<file path="src/rtl/ysyx_210544_memu_pkg.sv">
`default_nettype none
// ============================================================================
// Module   : ysyx_210544_memu_pkg
// Purpose  : Shared defines for the memory-access stage: bus widths, the
//            internal INST_* opcode encoding, FSM state encodings and small
//            opcode classification helpers.
// Revision : 1.0 - initial release
// ============================================================================
package ysyx_210544_memu_pkg;

    localparam int ADDR_W = 64;
    localparam int DATA_W = 64;
    localparam int STRB_W = DATA_W / 8;

    localparam logic [63:0] ZERO_WORD = 64'h0;

    // Internal opcode encoding shared by all pipeline stages
    localparam logic [7:0] INST_NOP = 8'h00;
    localparam logic [7:0] INST_ADD = 8'h01;
    localparam logic [7:0] INST_SUB = 8'h02;
    localparam logic [7:0] INST_LB  = 8'h10;
    localparam logic [7:0] INST_LH  = 8'h11;
    localparam logic [7:0] INST_LW  = 8'h12;
    localparam logic [7:0] INST_LD  = 8'h13;
    localparam logic [7:0] INST_LBU = 8'h14;
    localparam logic [7:0] INST_LHU = 8'h15;
    localparam logic [7:0] INST_LWU = 8'h16;
    localparam logic [7:0] INST_SB  = 8'h18;
    localparam logic [7:0] INST_SH  = 8'h19;
    localparam logic [7:0] INST_SW  = 8'h1A;
    localparam logic [7:0] INST_SD  = 8'h1B;

    // Memory-stage FSM encodings
    localparam logic [1:0] STATE_IDLE = 2'd0;
    localparam logic [1:0] STATE_REQ  = 2'd1;
    localparam logic [1:0] STATE_RESP = 2'd2;

    // True for any load or store opcode
    function automatic logic is_mem(input logic [7:0] op);
        case (op)
            INST_LB, INST_LH, INST_LW, INST_LD,
            INST_LBU, INST_LHU, INST_LWU,
            INST_SB, INST_SH, INST_SW, INST_SD: is_mem = 1'b1;
            default:                             is_mem = 1'b0;
        endcase
    endfunction

    // Natural-alignment check on the byte offset within the 8-byte lane;
    // byte accesses can never be misaligned
    function automatic logic is_misaligned(input logic [7:0] op, input logic [2:0] off);
        case (op)
            INST_LH, INST_LHU, INST_SH: is_misaligned = off[0];
            INST_LW, INST_LWU, INST_SW: is_misaligned = |off[1:0];
            INST_LD, INST_SD:           is_misaligned = |off;
            default:                    is_misaligned = 1'b0;
        endcase
    endfunction

endpackage
`default_nettype wire

</file>
<file path="src/rtl/ysyx_210544_memu_if.sv">
`default_nettype none
// ============================================================================
// Module   : ysyx_210544_memu_if
// Purpose  : Bundles the upstream instruction handshake, the commit-side
//            result handshake and the core data bus of the memory stage.
//            Signal names carry the memory stage's own direction (i_ = into
//            the stage, o_ = out of the stage).
//   slave  : view used by the memory stage
//   master : view used by the surrounding pipeline / bus environment
// Revision : 1.0 - initial release
// ============================================================================
interface ysyx_210544_memu_if;
    import ysyx_210544_memu_pkg::*;

    // upstream (execute) side
    logic              i_valid;
    logic              o_ready;
    logic [7:0]        i_inst_opcode;
    logic [DATA_W-1:0] i_rd_wdata;
    logic [ADDR_W-1:0] i_addr;
    logic [DATA_W-1:0] i_wdata;
    // downstream (commit) side
    logic              o_valid;
    logic              i_ready;
    logic [DATA_W-1:0] o_rd_wdata;
    logic              o_mem_err;
    // data bus
    logic              o_dbus_req;
    logic              o_dbus_we;
    logic [ADDR_W-1:0] o_dbus_addr;
    logic [DATA_W-1:0] o_dbus_wdata;
    logic [STRB_W-1:0] o_dbus_wstrb;
    logic              i_dbus_ack;
    logic [DATA_W-1:0] i_dbus_rdata;

    modport slave (
        input  i_valid, i_inst_opcode, i_rd_wdata, i_addr, i_wdata,
        input  i_ready, i_dbus_ack, i_dbus_rdata,
        output o_ready, o_valid, o_rd_wdata, o_mem_err,
        output o_dbus_req, o_dbus_we, o_dbus_addr, o_dbus_wdata, o_dbus_wstrb
    );

    modport master (
        output i_valid, i_inst_opcode, i_rd_wdata, i_addr, i_wdata,
        output i_ready, i_dbus_ack, i_dbus_rdata,
        input  o_ready, o_valid, o_rd_wdata, o_mem_err,
        input  o_dbus_req, o_dbus_we, o_dbus_addr, o_dbus_wdata, o_dbus_wstrb
    );

endinterface
`default_nettype wire

</file>
<file path="src/rtl/ysyx_210544_memu_lane.sv">
`default_nettype none
// ============================================================================
// Module   : ysyx_210544_memu_lane
// Purpose  : Purely combinational 8-byte lane steering for the memory stage.
//   i_opcode : latched INST_* opcode
//   i_off    : byte offset within the lane (addr[2:0])
//   i_wdata  : raw store data (rs2)
//   i_rdata  : raw bus read data
//   o_we     : opcode is a store
//   o_wdata  : store data shifted into its byte lanes
//   o_wstrb  : byte strobes for the store
//   o_rdata  : load result, shifted down and sign/zero extended
// Revision : 1.0 - initial release
// ============================================================================
module ysyx_210544_memu_lane
    import ysyx_210544_memu_pkg::*;
(
    input  wire logic [7:0]        i_opcode,
    input  wire logic [2:0]        i_off,
    input  wire logic [DATA_W-1:0] i_wdata,
    input  wire logic [DATA_W-1:0] i_rdata,
    output logic                   o_we,
    output logic [DATA_W-1:0]      o_wdata,
    output logic [STRB_W-1:0]      o_wstrb,
    output logic [DATA_W-1:0]      o_rdata
);

    logic [5:0]        w_bit_shift;
    logic [DATA_W-1:0] w_wdata_sh;
    logic [DATA_W-1:0] w_rdata_sh;

    assign w_bit_shift = {i_off, 3'b000};
    assign w_wdata_sh  = i_wdata << w_bit_shift;
    assign w_rdata_sh  = i_rdata >> w_bit_shift;

    always_comb begin
        o_we    = 1'b0;
        o_wdata = ZERO_WORD;
        o_wstrb = '0;
        o_rdata = ZERO_WORD;
        case (i_opcode)
            INST_SB: begin o_we = 1'b1; o_wdata = w_wdata_sh; o_wstrb = 8'h01 << i_off; end
            INST_SH: begin o_we = 1'b1; o_wdata = w_wdata_sh; o_wstrb = 8'h03 << i_off; end
            INST_SW: begin o_we = 1'b1; o_wdata = w_wdata_sh; o_wstrb = 8'h0F << i_off; end
            INST_SD: begin o_we = 1'b1; o_wdata = w_wdata_sh; o_wstrb = 8'hFF;          end
            INST_LB:  o_rdata = {{56{w_rdata_sh[7]}},  w_rdata_sh[7:0]};
            INST_LH:  o_rdata = {{48{w_rdata_sh[15]}}, w_rdata_sh[15:0]};
            INST_LW:  o_rdata = {{32{w_rdata_sh[31]}}, w_rdata_sh[31:0]};
            INST_LD:  o_rdata = w_rdata_sh;
            INST_LBU: o_rdata = {56'h0, w_rdata_sh[7:0]};
            INST_LHU: o_rdata = {48'h0, w_rdata_sh[15:0]};
            INST_LWU: o_rdata = {32'h0, w_rdata_sh[31:0]};
            default: ;
        endcase
    end

endmodule
`default_nettype wire

</file>
<file path="src/rtl/ysyx_210544_memu.sv">
`default_nettype none
// ============================================================================
// Module   : ysyx_210544_memu
// Purpose  : Memory-access stage. Accepts one instruction at a time from the
//            execute stage, runs a single-outstanding req/ack transaction on
//            the data bus for aligned loads/stores, and hands the write-back
//            result to commit with a valid/ready handshake. Non-memory ops
//            and misaligned accesses go straight to the result state.
//   clk  : core clock
//   rst  : synchronous active-high reset
//   bus  : upstream handshake, commit handshake and data bus (slave view)
// Revision : 1.0 - initial release
// ============================================================================
module ysyx_210544_memu
    import ysyx_210544_memu_pkg::*;
(
    input  wire logic           clk,
    input  wire logic           rst,
    ysyx_210544_memu_if.slave   bus
);

    logic [1:0]        r_state;
    logic [1:0]        w_state_next;
    logic              w_accept;
    logic              w_acc_mem;
    logic              w_acc_misaligned;

    logic [7:0]        r_opcode;
    logic [ADDR_W-1:0] r_addr;
    logic [DATA_W-1:0] r_wdata;
    logic [DATA_W-1:0] r_rd_wdata;
    logic              r_mem_err;

    logic              w_we;
    logic [DATA_W-1:0] w_st_wdata;
    logic [STRB_W-1:0] w_st_wstrb;
    logic [DATA_W-1:0] w_ld_data;

    assign w_accept         = bus.i_valid && (r_state == STATE_IDLE);
    assign w_acc_mem        = is_mem(bus.i_inst_opcode);
    assign w_acc_misaligned = is_misaligned(bus.i_inst_opcode, bus.i_addr[2:0]);

    // ------------------------------------------------------------------
    // FSM: state register
    // ------------------------------------------------------------------
    always_ff @(posedge clk) begin
        if (rst) begin
            r_state <= STATE_IDLE;
        end else begin
            r_state <= w_state_next;
        end
    end

    // ------------------------------------------------------------------
    // FSM: next-state logic
    // ------------------------------------------------------------------
    always_comb begin
        w_state_next = r_state;
        case (r_state)
            STATE_IDLE: begin
                if (w_accept) begin
                    w_state_next = (w_acc_mem && !w_acc_misaligned) ? STATE_REQ : STATE_RESP;
                end
            end
            STATE_REQ: begin
                if (bus.i_dbus_ack) begin
                    w_state_next = STATE_RESP;
                end
            end
            STATE_RESP: begin
                if (bus.i_ready) begin
                    w_state_next = STATE_IDLE;
                end
            end
            default: w_state_next = STATE_IDLE;
        endcase
    end

    // ------------------------------------------------------------------
    // FSM: state-decoded outputs
    // ------------------------------------------------------------------
    always_comb begin
        bus.o_ready    = (r_state == STATE_IDLE);
        bus.o_dbus_req = (r_state == STATE_REQ);
        bus.o_valid    = (r_state == STATE_RESP);
    end

    // ------------------------------------------------------------------
    // Datapath: the instruction is latched at accept, so every bus field
    // derived from it is stable for the whole REQ phase without extra
    // output registers.
    // ------------------------------------------------------------------
    always_ff @(posedge clk) begin
        if (rst) begin
            r_opcode   <= INST_NOP;
            r_addr     <= '0;
            r_wdata    <= ZERO_WORD;
            r_rd_wdata <= ZERO_WORD;
            r_mem_err  <= 1'b0;
        end else if (w_accept) begin
            r_opcode <= bus.i_inst_opcode;
            r_addr   <= bus.i_addr;
            r_wdata  <= bus.i_wdata;
            if (!w_acc_mem) begin
                r_rd_wdata <= bus.i_rd_wdata;
                r_mem_err  <= 1'b0;
            end else begin
                // stores keep zero; loads overwrite at the ack edge
                r_rd_wdata <= ZERO_WORD;
                r_mem_err  <= w_acc_misaligned;
            end
        end else if ((r_state == STATE_REQ) && bus.i_dbus_ack && !w_we) begin
            r_rd_wdata <= w_ld_data;
        end
    end

    ysyx_210544_memu_lane u_lane (
        .i_opcode (r_opcode),
        .i_off    (r_addr[2:0]),
        .i_wdata  (r_wdata),
        .i_rdata  (bus.i_dbus_rdata),
        .o_we     (w_we),
        .o_wdata  (w_st_wdata),
        .o_wstrb  (w_st_wstrb),
        .o_rdata  (w_ld_data)
    );

    assign bus.o_dbus_we    = w_we;
    assign bus.o_dbus_addr  = {r_addr[ADDR_W-1:3], 3'b000};
    assign bus.o_dbus_wdata = w_st_wdata;
    assign bus.o_dbus_wstrb = w_st_wstrb;
    assign bus.o_rd_wdata   = r_rd_wdata;
    assign bus.o_mem_err    = r_mem_err;

endmodule
`default_nettype wire

</file>
<file path="src/flat_wrapper.sv">
// flat-port wrapper written by rule: the top's interface ports become plain ports
module ysyx_210544_memu_flat import ysyx_210544_memu_pkg::*;
  (clk, rst, bus_i_valid, bus_i_inst_opcode, bus_i_rd_wdata, bus_i_addr, bus_i_wdata, bus_i_ready, bus_i_dbus_ack, bus_i_dbus_rdata, bus_o_ready, bus_o_valid, bus_o_rd_wdata, bus_o_mem_err, bus_o_dbus_req, bus_o_dbus_we, bus_o_dbus_addr, bus_o_dbus_wdata, bus_o_dbus_wstrb);
  ysyx_210544_memu_if bus_i ();
  input  wire logic clk;
  input  wire logic rst;
  input wire logic [$bits(bus_i.i_valid)-1:0] bus_i_valid;
  input wire logic [$bits(bus_i.i_inst_opcode)-1:0] bus_i_inst_opcode;
  input wire logic [$bits(bus_i.i_rd_wdata)-1:0] bus_i_rd_wdata;
  input wire logic [$bits(bus_i.i_addr)-1:0] bus_i_addr;
  input wire logic [$bits(bus_i.i_wdata)-1:0] bus_i_wdata;
  input wire logic [$bits(bus_i.i_ready)-1:0] bus_i_ready;
  input wire logic [$bits(bus_i.i_dbus_ack)-1:0] bus_i_dbus_ack;
  input wire logic [$bits(bus_i.i_dbus_rdata)-1:0] bus_i_dbus_rdata;
  output wire logic [$bits(bus_i.o_ready)-1:0] bus_o_ready;
  output wire logic [$bits(bus_i.o_valid)-1:0] bus_o_valid;
  output wire logic [$bits(bus_i.o_rd_wdata)-1:0] bus_o_rd_wdata;
  output wire logic [$bits(bus_i.o_mem_err)-1:0] bus_o_mem_err;
  output wire logic [$bits(bus_i.o_dbus_req)-1:0] bus_o_dbus_req;
  output wire logic [$bits(bus_i.o_dbus_we)-1:0] bus_o_dbus_we;
  output wire logic [$bits(bus_i.o_dbus_addr)-1:0] bus_o_dbus_addr;
  output wire logic [$bits(bus_i.o_dbus_wdata)-1:0] bus_o_dbus_wdata;
  output wire logic [$bits(bus_i.o_dbus_wstrb)-1:0] bus_o_dbus_wstrb;
  assign bus_i.i_valid = bus_i_valid;
  assign bus_i.i_inst_opcode = bus_i_inst_opcode;
  assign bus_i.i_rd_wdata = bus_i_rd_wdata;
  assign bus_i.i_addr = bus_i_addr;
  assign bus_i.i_wdata = bus_i_wdata;
  assign bus_i.i_ready = bus_i_ready;
  assign bus_i.i_dbus_ack = bus_i_dbus_ack;
  assign bus_i.i_dbus_rdata = bus_i_dbus_rdata;
  assign bus_o_ready = bus_i.o_ready;
  assign bus_o_valid = bus_i.o_valid;
  assign bus_o_rd_wdata = bus_i.o_rd_wdata;
  assign bus_o_mem_err = bus_i.o_mem_err;
  assign bus_o_dbus_req = bus_i.o_dbus_req;
  assign bus_o_dbus_we = bus_i.o_dbus_we;
  assign bus_o_dbus_addr = bus_i.o_dbus_addr;
  assign bus_o_dbus_wdata = bus_i.o_dbus_wdata;
  assign bus_o_dbus_wstrb = bus_i.o_dbus_wstrb;
  ysyx_210544_memu u_core (.clk(clk), .rst(rst), .bus(bus_i));
endmodule
</file>
<file path="config.mk">
export PLATFORM = sky130hd
export DESIGN_NAME = ysyx_210544_memu_flat
export DESIGN_NICKNAME = d
export VERILOG_FILES = /design/src/rtl/ysyx_210544_memu_pkg.sv /design/src/rtl/ysyx_210544_memu_if.sv /design/src/rtl/ysyx_210544_memu_lane.sv /design/src/rtl/ysyx_210544_memu.sv /design/src/flat_wrapper.sv
export SDC_FILE = /design/constraint.sdc
export NUM_CORES = 1
export LEC_CHECK = 0
export CORE_UTILIZATION = 30
export DETAILED_ROUTE_END_ITERATION = 8
export PLACE_DENSITY = 0.67
export SETUP_SLACK_MARGIN = 0.05
export SYNTH_ARGS = -nofsm -noshare
export SYNTH_HDL_FRONTEND = slang
export SYNTH_HIERARCHICAL = 1
export SYNTH_SLANG_ARGS = --single-unit
</file>
<file path="constraint.sdc">
create_clock -name clk -period 2.9 [get_ports clk]
set_input_delay 0.725 -clock clk [delete_from_list [all_inputs] [get_ports clk]]
set_output_delay 0.725 -clock clk [all_outputs]
set_load 0.005 [all_outputs]
</file>
After elaboration in Yosys (flattened, before gate mapping)

Memories as Yosys holds them, arrays and structs flattened.
Index checks and enable logic that the tools add are counted.

Register bits: 203
Bits in read-only memories: 32
Bits of input ports: 269
Output and inout port bits: 205
Logic and storage cells: 67
Memories: 1

Equality and inequality tests: 24
Shifts and indexed selects: 5
Multiplexer cells: 15
Reduce and logical (&&, ||, !) cells: 16

Memory list:

| name            | depth | bits a word | read ports | clocked after memory_dff | wr ports | RTL line                   | text |
|---|---|---|---|---|---|---|---|
| (no name shown) | 32    | 1           | 1          | 0                        | 0        | ysyx_210544_memu_pkg.sv:40 | `case (op)` |

Operators by type and width:

| kind                | count |
|---|---|
| $pmux 64 s7         | 1 |
| $mux 64             | 4 |
| $eq 8x5->1 const B  | 19 |
| $shl 64x6->64       | 1 |
| $shr 64x6->64       | 1 |
| $pmux 8 s4          | 1 |
| $reduce_or 3->1     | 3 |
| $mux 2              | 4 |
| $shl 1x3->8 const A | 1 |
| $shl 2x3->8 const A | 1 |
| $shl 4x3->8 const A | 1 |
| $pmux 2 s3          | 1 |
| $logic_and 1x1->1   | 4 |
| $ne 2x2->1 const B  | 2 |
| $reduce_or 2->1     | 2 |
| $reduce_or 4->1     | 1 |
| $logic_not 3->1     | 1 |
| $mux 1              | 3 |
| $pmux 1 s3          | 1 |
| $reduce_and 3->1    | 1 |
| $eq 2x1->1 const B  | 1 |
| $eq 2x2->1 const B  | 1 |
| $logic_not 1->1     | 2 |
| $logic_not 2->1     | 1 |
| other kinds (2)     | 2 |

Depth between registers and ports, before layout

Gate-level depths: netlist (run 1).

Depth in word-level cells: 8
Gate-level depth with buffers: 12
Mapped depth without buffers: 7

Cells and area by module

The synthesis (run 1) kept the hierarchy.

Modules (own cells, without submodules):

| module                | instances | cells an instance | area an instance (um^2) | seq. area each (um^2) |
|---|---|---|---|---|
| ysyx_210544_memu      | 1         | 1041              | 8562.0                  | 4063.9 |
| ysyx_210544_memu_lane | 1         | 639               | 4501.8                  | 0.0 |

Worst setup path before layout (run 1)

Ideal clock, no wire load.

Path type: input port to flip-flop
Start point: input bus_i_dbus_rdata[55]
End point: register u_core.r_rd_wdata[27] (netlist: u_core/bus.o_rd_wdata[27])
Library setup time: 0.133 ns
Arrival: 2.277 ns
Required time: 2.767 ns
Setup slack: 0.489 ns
Stages: 9
Buffers on the path: 2
Path through: mux2_1 > mux4_2 > nand3_2 > buf_6 > buf_6 > o211ai_1 > mux2_2 > nand2_1 > a21oi_2

Word-level cells in the longest chain between the ends: 4

Ends and longest elaborated chain:

| item                           | RTL line                    | text |
|---|---|---|
| start: declaration             | flat_wrapper.sv:14          | `input wire logic [$bits(bus_i.i_dbus_rdata)-1:0] bus_i_dbus_rdata;` |
| $shr 64x6->64                  | ysyx_210544_memu_lane.sv:34 | `assign w_rdata_sh = i_rdata >> w_bit_shift;` |
| $pmux 64 s7                    | ysyx_210544_memu_lane.sv:41 | `case (i_opcode)` |
| named net u_core.w_ld_data[27] | ysyx_210544_memu.sv:37      | `logic [DATA_W-1:0] w_ld_data;` |
| $mux 64                        | ysyx_210544_memu.sv:112     | `end else if ((r_state == STATE_REQ) && bus.i_dbus_ack && !w_we) begin` |
| $mux 64                        | ysyx_210544_memu.sv:100     | `end else if (w_accept) begin` |
| end signal: assignment         | ysyx_210544_memu.sv:105     | `r_rd_wdata <= bus.i_rd_wdata;` |
| end signal: assignment         | ysyx_210544_memu.sv:113     | `r_rd_wdata <= w_ld_data;` |
| end: declaration               | ysyx_210544_memu.sv:31      | `logic [DATA_W-1:0] r_rd_wdata;` |

The timed path passes the listed nets, and every way through them passes these cells. The select of a mux whose other input is x is not followed.
A chain may end at the register's enable or synchronous reset.

Worst setup path after layout (run 1)

Start point: register u_core.r_addr[1]
End point: output bus_o_dbus_wdata[54]

Word-level cells in the longest chain between the ends: 2

Ends and longest elaborated chain:

| item                     | RTL line                    | text |
|---|---|---|
| start: declaration       | ysyx_210544_memu.sv:29      | `logic [ADDR_W-1:0] r_addr;` |
| start signal: assignment | ysyx_210544_memu.sv:102     | `r_addr <= bus.i_addr;` |
| $shl 64x6->64            | ysyx_210544_memu_lane.sv:33 | `assign w_wdata_sh = i_wdata << w_bit_shift;` |
| $mux 64                  | ysyx_210544_memu_lane.sv:41 |  |
| end: declaration         | flat_wrapper.sv:22          | `output wire logic [$bits(bus_i.o_dbus_wdata)-1:0] bus_o_dbus_wdata;` |

Every way passes these cells.

==> results of run 1 <==
-- sequential cells by signal, indices dropped and copies added, names as in the netlist --
name,flops
u_core/r_opcode,8
u_core/bus.o_mem_err,1
u_core/r_wdata,64
u_core/r_addr,64
u_core/bus.o_rd_wdata,64
u_core/r_state,2
-- layer usage --
metal | wire length, um | vias to the layer above | track usage
li1 | - | 6669 | -
met1 | 24500 | 6771 | 0.3228
met2 | 26260 | 681 | 0.3860
met3 | 5220 | 120 | 0.06572
met4 | 2373 | 0 | 0.09745
met5 | 0 | - | 0
-- cell usage after synthesis, drive strengths merged, types with 6 or more instances --
library cell  count
nand2           403
a21oi           250
dfxtp           203
buf             166
mux2i           137
mux2             91
nor2             85
nand3            70
clkbuf           55
o211ai           42
nand4            39
nand2b           20
o21ai            20
mux4             11
nor3             10
a22oi             8
and3              8
nor2b             8
a32oi             7
inv               6
o2bb2ai           6
-- where the power goes --
group / internal, uW / switching [uW] / total, uW
Combinational: 1150 / 1030 / 2180
Sequential: 2960 / 156 / 3120
Clock: 2230 / 1370 / 3590
Total: 6340 / 2550 / 8890
-- through the flow --
stage | utilization | setup WS [ns] | area [um^2]
floorplan | - | 0.4895 | 13070
global placement | 0.4207 | -0.2300 | 18080
detailed placement | 0.4207 | -0.3029 | 18080
CTS | 0.4631 | -0.1518 | 19910
global route | 0.4785 | -0.1594 | 20560
finish | 0.4786 | -0.09499 | 20570
-- how the worst max path moves through the flow --
stage                                    start                         to  slack [ns]
after global placement    bus_i_dbus_rdata[63]  u_core/bus.o_rd_wdata[44]       -0.23
after CTS                     u_core/r_addr[1]       bus_o_dbus_wdata[54]       -0.15
after detailed placement  bus_i_dbus_rdata[63]  u_core/bus.o_rd_wdata[57]       -0.30
final                         u_core/r_addr[1]       bus_o_dbus_wdata[54]       -0.09
after floorplan           bus_i_dbus_rdata[55]  u_core/bus.o_rd_wdata[27]        0.49
after global routing          u_core/r_addr[1]       bus_o_dbus_wdata[58]       -0.16
-- cell families after synthesis --
logic type / Yosys count / share of synthesized area
buf+inv: 227 / 0.1093
other cells: 1 / 0.0002871
mux: 239 / 0.2027
flops: 203 / 0.3111
compound gates: 350 / 0.1558
simple gates: 660 / 0.2209
-- layout make-up --
class / instances / area (um^2) / share of cell area
Sequential cell: 203 / 4079 / 0.1983
Multi-Input combinational cell: 1252 / 8240 / 0.4006
Clock buffer: 36 / 778.2 / 0.03783
Antenna cell: 10 / 25.02 / 0.001216
Clock inverter: 11 / 178.9 / 0.008697
Timing Repair Buffer: 630 / 6509 / 0.3164
Inverter: 6 / 30.03 / 0.001460
Tap cell: 585 / 732.0 / 0.03558
-- worst max-delay path: cells and delay by family (launching register included) --
kind	cells	cell delay [ns]
buffers and inverters	4	0.52
AND/OR/NAND/NOR	1	0.13
flip-flops	1	0.37
multiplexers	2	0.69
-- timing repair --
item | in CTS | in global routing
pin swaps | 29 | 29
gates resized for setup | 356 | 137
setup buffers | 40 | 27
endpoints found under the setup margin | 73 | 120
cloned | 9 | 4
hold endpoints to repair | 0 | 0
==> out/qor.yml, run 1 <==
period_needed_ns: 2.995
numClockSinks: 203
finalSetupViolCount: 28
grt_max_degree: 80
clockBufferDepth: 3
detail-route-antenna-nets: 0
nNetsFinal: 2388
setup_ws_ns: -0.09499
drt_iter0_drc: 945
die_w_um: 210.7
ys.flop_type: "dfxtp_1"
synth_area_leaders: "dfxtp_1, nand2_1, mux2i_1"
tns_ns: -1.142
dieHeight_um: 210.7
powerDensity_mw_per_mm2: 432.3
yosysWarnings: 6
gp_congestion: 0.9185
wire_per_inst_um: 21.35
dieArea_mm2: 0.04438
clock_latency_ns: 0.57
path_clk_slew_ns: 0.06
holdWs_ns: 0.4525
row_count: 76
grt_pass1_wl_um: 84690
worstRegToRegCells: 12
critPathCaptureType: "output port"
syn_area_per_cell_um2: 7.776
post-route-period-util: 1.033
cts_root_buf: "clkbuf_16"
cp.arrival_ns: 2.27
reg2reg_slack_ns: 0.11
slowest_delay_ns: 0.51
antenna_found_initial: 10
seq_area_frac_synth: 0.3111
num_io_pins: 474
grt_pass1_vias: 13865
hold_viol: 0
hold_class: "reg -> reg"
synth_area_mm2: 0.01306
slew_viol_final: 0
rsz0062_at_grt: "yes"
async_reset_ff_frac: 0
outcome: "complete, but fails checks"
clock_skew_ns: 0.01881
dr.pass1.iters: 7
cts_tree: "done"
cts_buffers: 26
start_util: 0.3039
fillCellCount: 4109
ys_ff_latch: 203
max-cap-violations: 0
area.growth.synth_to_final_pct: 57.48
placed_cells: 2603
relSlewSlack: 0.6197
io_buffers: 470
cts_hold_buf: 0
cp_slowest_cell: "mux4_2"
via_count: 14241
path_class: "reg -> out"
synth_edf_count: 0
hold_path_end: "u_core/r_addr[25]"
tightest_slew_ns: 0.5704
drc_errors: 0
peakVddDrop_mv: 0.3879
critPathRequiredTime_ns: 2.17
dpl.hpwl_um: 41410
overflow: 0
synth_cells: 1680
violations: "setup timing"
start_kind: "register"
drt_wl_total_um: 58350
synth_cell_types: 57
fmax_ghz: 0.3339
min_delay_path_depth: 2
min_from: "u_core/r_addr[25]"
cp_cell_sequence: "buf_12, buf_8, buf_16, mux2i_4, mux4_2, nor2_4, buf_2"
mostFrequentLayoutCell: "nand2_1"
power_uw: 8894
finalNonFillerCells: 2733
r2r-start: "u_core/r_addr[1]"
worstReg2RegEnd: "u_core/bus.o_rd_wdata[45]"
h-tree-depth: 1
core_mm2: 0.04298
synth.largest_area_cell: "dfxtp_1"
total_leakage_power_uw: 0.007649
crit_fanout: 6
layout-drive-gt1-share: 0.2306
grtUsageTotal: 0.2471
netlist.area_leader.share: 0.3111
drt-vias-per-instance: 5.211
final_cell_mix: "nand2_1, clkdlybuf4s50_1, a21oi_1"
(Power assumes the default switching activity.)
==> inputs of run 2 (changes only) <==
--- a/config.mk
+++ b/config.mk
@@ -7,7 +7,7 @@
 export LEC_CHECK = 0
 export CORE_UTILIZATION = 30
 export DETAILED_ROUTE_END_ITERATION = 8
-export PLACE_DENSITY = 0.67
+export PLACE_DENSITY = 0.69
 export SETUP_SLACK_MARGIN = 0.05
 export SYNTH_ARGS = -nofsm -noshare
 export SYNTH_HDL_FRONTEND = slang
==> constraint.sdc (replaced) <==
create_clock -name clk -period 2.49 [get_ports clk]
set_input_delay 0.6225 -clock clk [delete_from_list [all_inputs] [get_ports clk]]
set_output_delay 0.6225 -clock clk [all_outputs]
set_load 0.005 [all_outputs]
==> run 2 against run 1 <==
Against the previous run: the run still ends with setup timing left; clock-buffer cell count decreased by 3; combinational power increased by 33%; worst setup slack got worse by 0.28 ns; core utilization increased by 3.8 points; first-iteration DRC count increased by 20%; register-to-register slack got worse by 0.31 ns; largest power group unchanged; cell count increased by 3.0%; clock skew decreased by 0.0063 ns; design area increased by 8.0%; flip-flop and latch count unchanged.
==> out/qor.yml, run 2 (synthesis results as in run 1) <==
outcome: "complete, but fails checks"
violations: "setup timing"
cts_tree: "done"
hold_class: "reg -> reg"
fmax_ghz: 0.3486
nNetsFinal: 2481  # +3.9%
cts_hold_buf: 0  # unchanged
mostFrequentLayoutCell: "clkdlybuf4s50_1"
post-route-period-util: 1.152
dpl.hpwl_um: 43420  # +4.9%
cts_buffers: 26  # unchanged
peakVddDrop_mv: 0.4934  # +27%
slowest_delay_ns: 0.48  # -0.03 ns
slew_viol_final: 0  # unchanged
tightest_slew_ns: 0.5977  # +0.02726 ns
start_kind: "register"
wire_per_inst_um: 21.83  # +2.2%
path_class: "reg -> out"
rsz0062_at_grt: "yes"
dieArea_mm2: 0.04438  # unchanged
crit_path_frequent_cell: "buf_12"
cp_slowest_cell: "mux4_2"
drt_wl_total_um: 61420  # +5.3%
powerDensity_mw_per_mm2: 474.7  # +9.8%
critPathRequiredTime_ns: 1.87  # -0.30 ns
num_io_pins: 474  # unchanged
via_count: 14900  # +4.6%
cp.arrival_ns: 2.25  # -0.02 ns
fillCellCount: 3929  # -4.4%
relSlewSlack: 0.6015  # -0.01818
period_needed_ns: 2.868
grt_pass1_vias: 14605  # +5.3%
grtUsageTotal: 0.2602  # +0.01306
row_count: 76  # unchanged
detail-route-antenna-nets: 0  # unchanged
antenna_found_initial: 3  # -7
drc_errors: 0  # unchanged
clock_skew_ns: 0.01247  # -0.006342 ns
cp_cell_sequence: "buf_12, buf_12, buf_12, mux2i_4, mux4_2, nor2_2, buf_2"
r2r-start: "u_core/r_addr[1]"
numClockSinks: 203  # unchanged
hold_viol: 0  # unchanged
utilization: 0.5168  # +0.03819
clockBufferDepth: 3  # unchanged
total_leakage_power_uw: 0.008339  # +9.0%
setup_ws_ns: -0.3783  # -0.2833 ns
grt_max_degree: 74  # -7.5%
cts_root_buf: "clkbuf_16"
cp-endpoint: "bus_o_dbus_wdata[53]"
io_buffers: 470  # unchanged
overflow: 0  # unchanged
dr.pass1.iters: 5  # -2
die_w_um: 210.7  # unchanged
clock_latency_ns: 0.55  # -0.02 ns
start_util: 0.3039  # unchanged
crit_fanout: 6  # unchanged
max-cap-violations: 0  # unchanged
drt-vias-per-instance: 5.295  # +1.6%
core_mm2: 0.04298  # unchanged
final_cell_mix: "clkdlybuf4s50_1, nand2_1, dfxtp_1"
reg2reg_slack_ns: -0.20  # -0.31 ns
finalSetupViolCount: 128  # +360%
critPathLaunch: "u_core/r_addr[1]"
grt_pass1_wl_um: 88710  # +4.7%
worstRegToRegCells: 12  # unchanged
path_clk_slew_ns: 0.06  # about the same
worstReg2RegEnd: "u_core/bus.o_rd_wdata[17]"
drt_iter0_drc: 1133  # +20%
dieHeight_um: 210.7  # unchanged
gp_congestion: 0.9467  # +3.1%
critPathCaptureType: "output port"
layout-drive-gt1-share: 0.3282  # +0.09765
h-tree-depth: 1  # unchanged
area.growth.synth_to_final_pct: 70.04
dpl_worst_slack_ns: -0.5462  # -0.2433 ns
## run 2: changes by cell type in the layout (fill, tap and decap cells not counted), moves of 12 or more
cell,before,now
a21oi_1,233,181
a21oi_2,16,67
buf_12,33,48
buf_4,81,138
buf_6,45,64
buf_8,5,17
mux2_2,82,27
mux2_4,6,63
nand2_1,399,348
nand2_2,1,50
nor2_1,50,34
## run 2: through the flow
step	instances	total power (uW)	hold WS, ns	instance area (um^2)	setup TNS [ns]
floorplan	1682	4820	0.4330	13070	0
global placement	2682	6023	0.4408	18790	-41.82
detailed placement	2682	6060	0.4457	18790	-42.42
CTS	2797	10410	0.4531	21420	-29.83
global route	2814	10910	0.4709	22210	-32.72
finish	2814	10550	0.4507	22210	-25.17
## run 2: power breakdown
group | switching (uW) | internal (uW) | total [uW] | leakage [uW]
Sequential | 183 | 3450 | 3630 | 0.00167
Combinational | 1350 | 1530 | 2890 | 0.00622
Clock | 1510 | 2520 | 4020 | 0.000446
Total | 3040 | 7500 | 10500 | 0.00834
## run 2: cell type report
class | instances | area (um^2) | area share
Clock buffer | 33 | 749.5 | 0.03374
Clock inverter | 10 | 153.9 | 0.006928
Tap cell | 585 | 732.0 | 0.03295
Antenna cell | 2 | 5.005 | 0.0002253
Inverter | 6 | 27.53 | 0.001239
Sequential cell | 203 | 4076 | 0.1835
Timing Repair Buffer | 723 | 7447 | 0.3352
Multi-Input combinational cell | 1252 | 9022 | 0.4062
## run 2: what timing repair did
action	CTS	global route
pin swaps	76	55
gates cloned	15	1
buffers inserted	57	28
endpoints found under the setup margin	129	135
resized for setup	584	212
## run 2: per-layer routing
metal / up-vias / track usage / share of wire
li1: 6832 / - / -
met1: 7209 / 0.3435 / 0.42
met2: 737 / 0.4164 / 0.46
met3: 120 / 0.05650 / 0.089
met4: 2 / 0.09220 / 0.034
met5: - / 0 / 0.00021
## run 2: critical path, delay by kind of cell, from the launching register on
| family | cells | cell delay, ns |
|---|---|---|
| buffers and inverters | 4 | 0.53 |
| flip-flops | 1 | 0.37 |
| AND/OR/NAND/NOR | 1 | 0.12 |
| multiplexers | 2 | 0.67 |
## run 2: worst min-delay path by stage
stage,cells past startpoint,slack [ns],endpoint,startpoint
floorplan,2,0.43,u_core/r_opcode[0],u_core/r_opcode[0]
global placement,2,0.44,u_core/r_addr[59],u_core/r_addr[59]
detailed placement,2,0.45,u_core/r_addr[35],u_core/r_addr[35]
CTS,2,0.45,u_core/r_addr[35],u_core/r_addr[35]
global route,2,0.47,u_core/r_addr[49],u_core/r_addr[49]
finish,2,0.45,u_core/r_addr[35],u_core/r_addr[35]
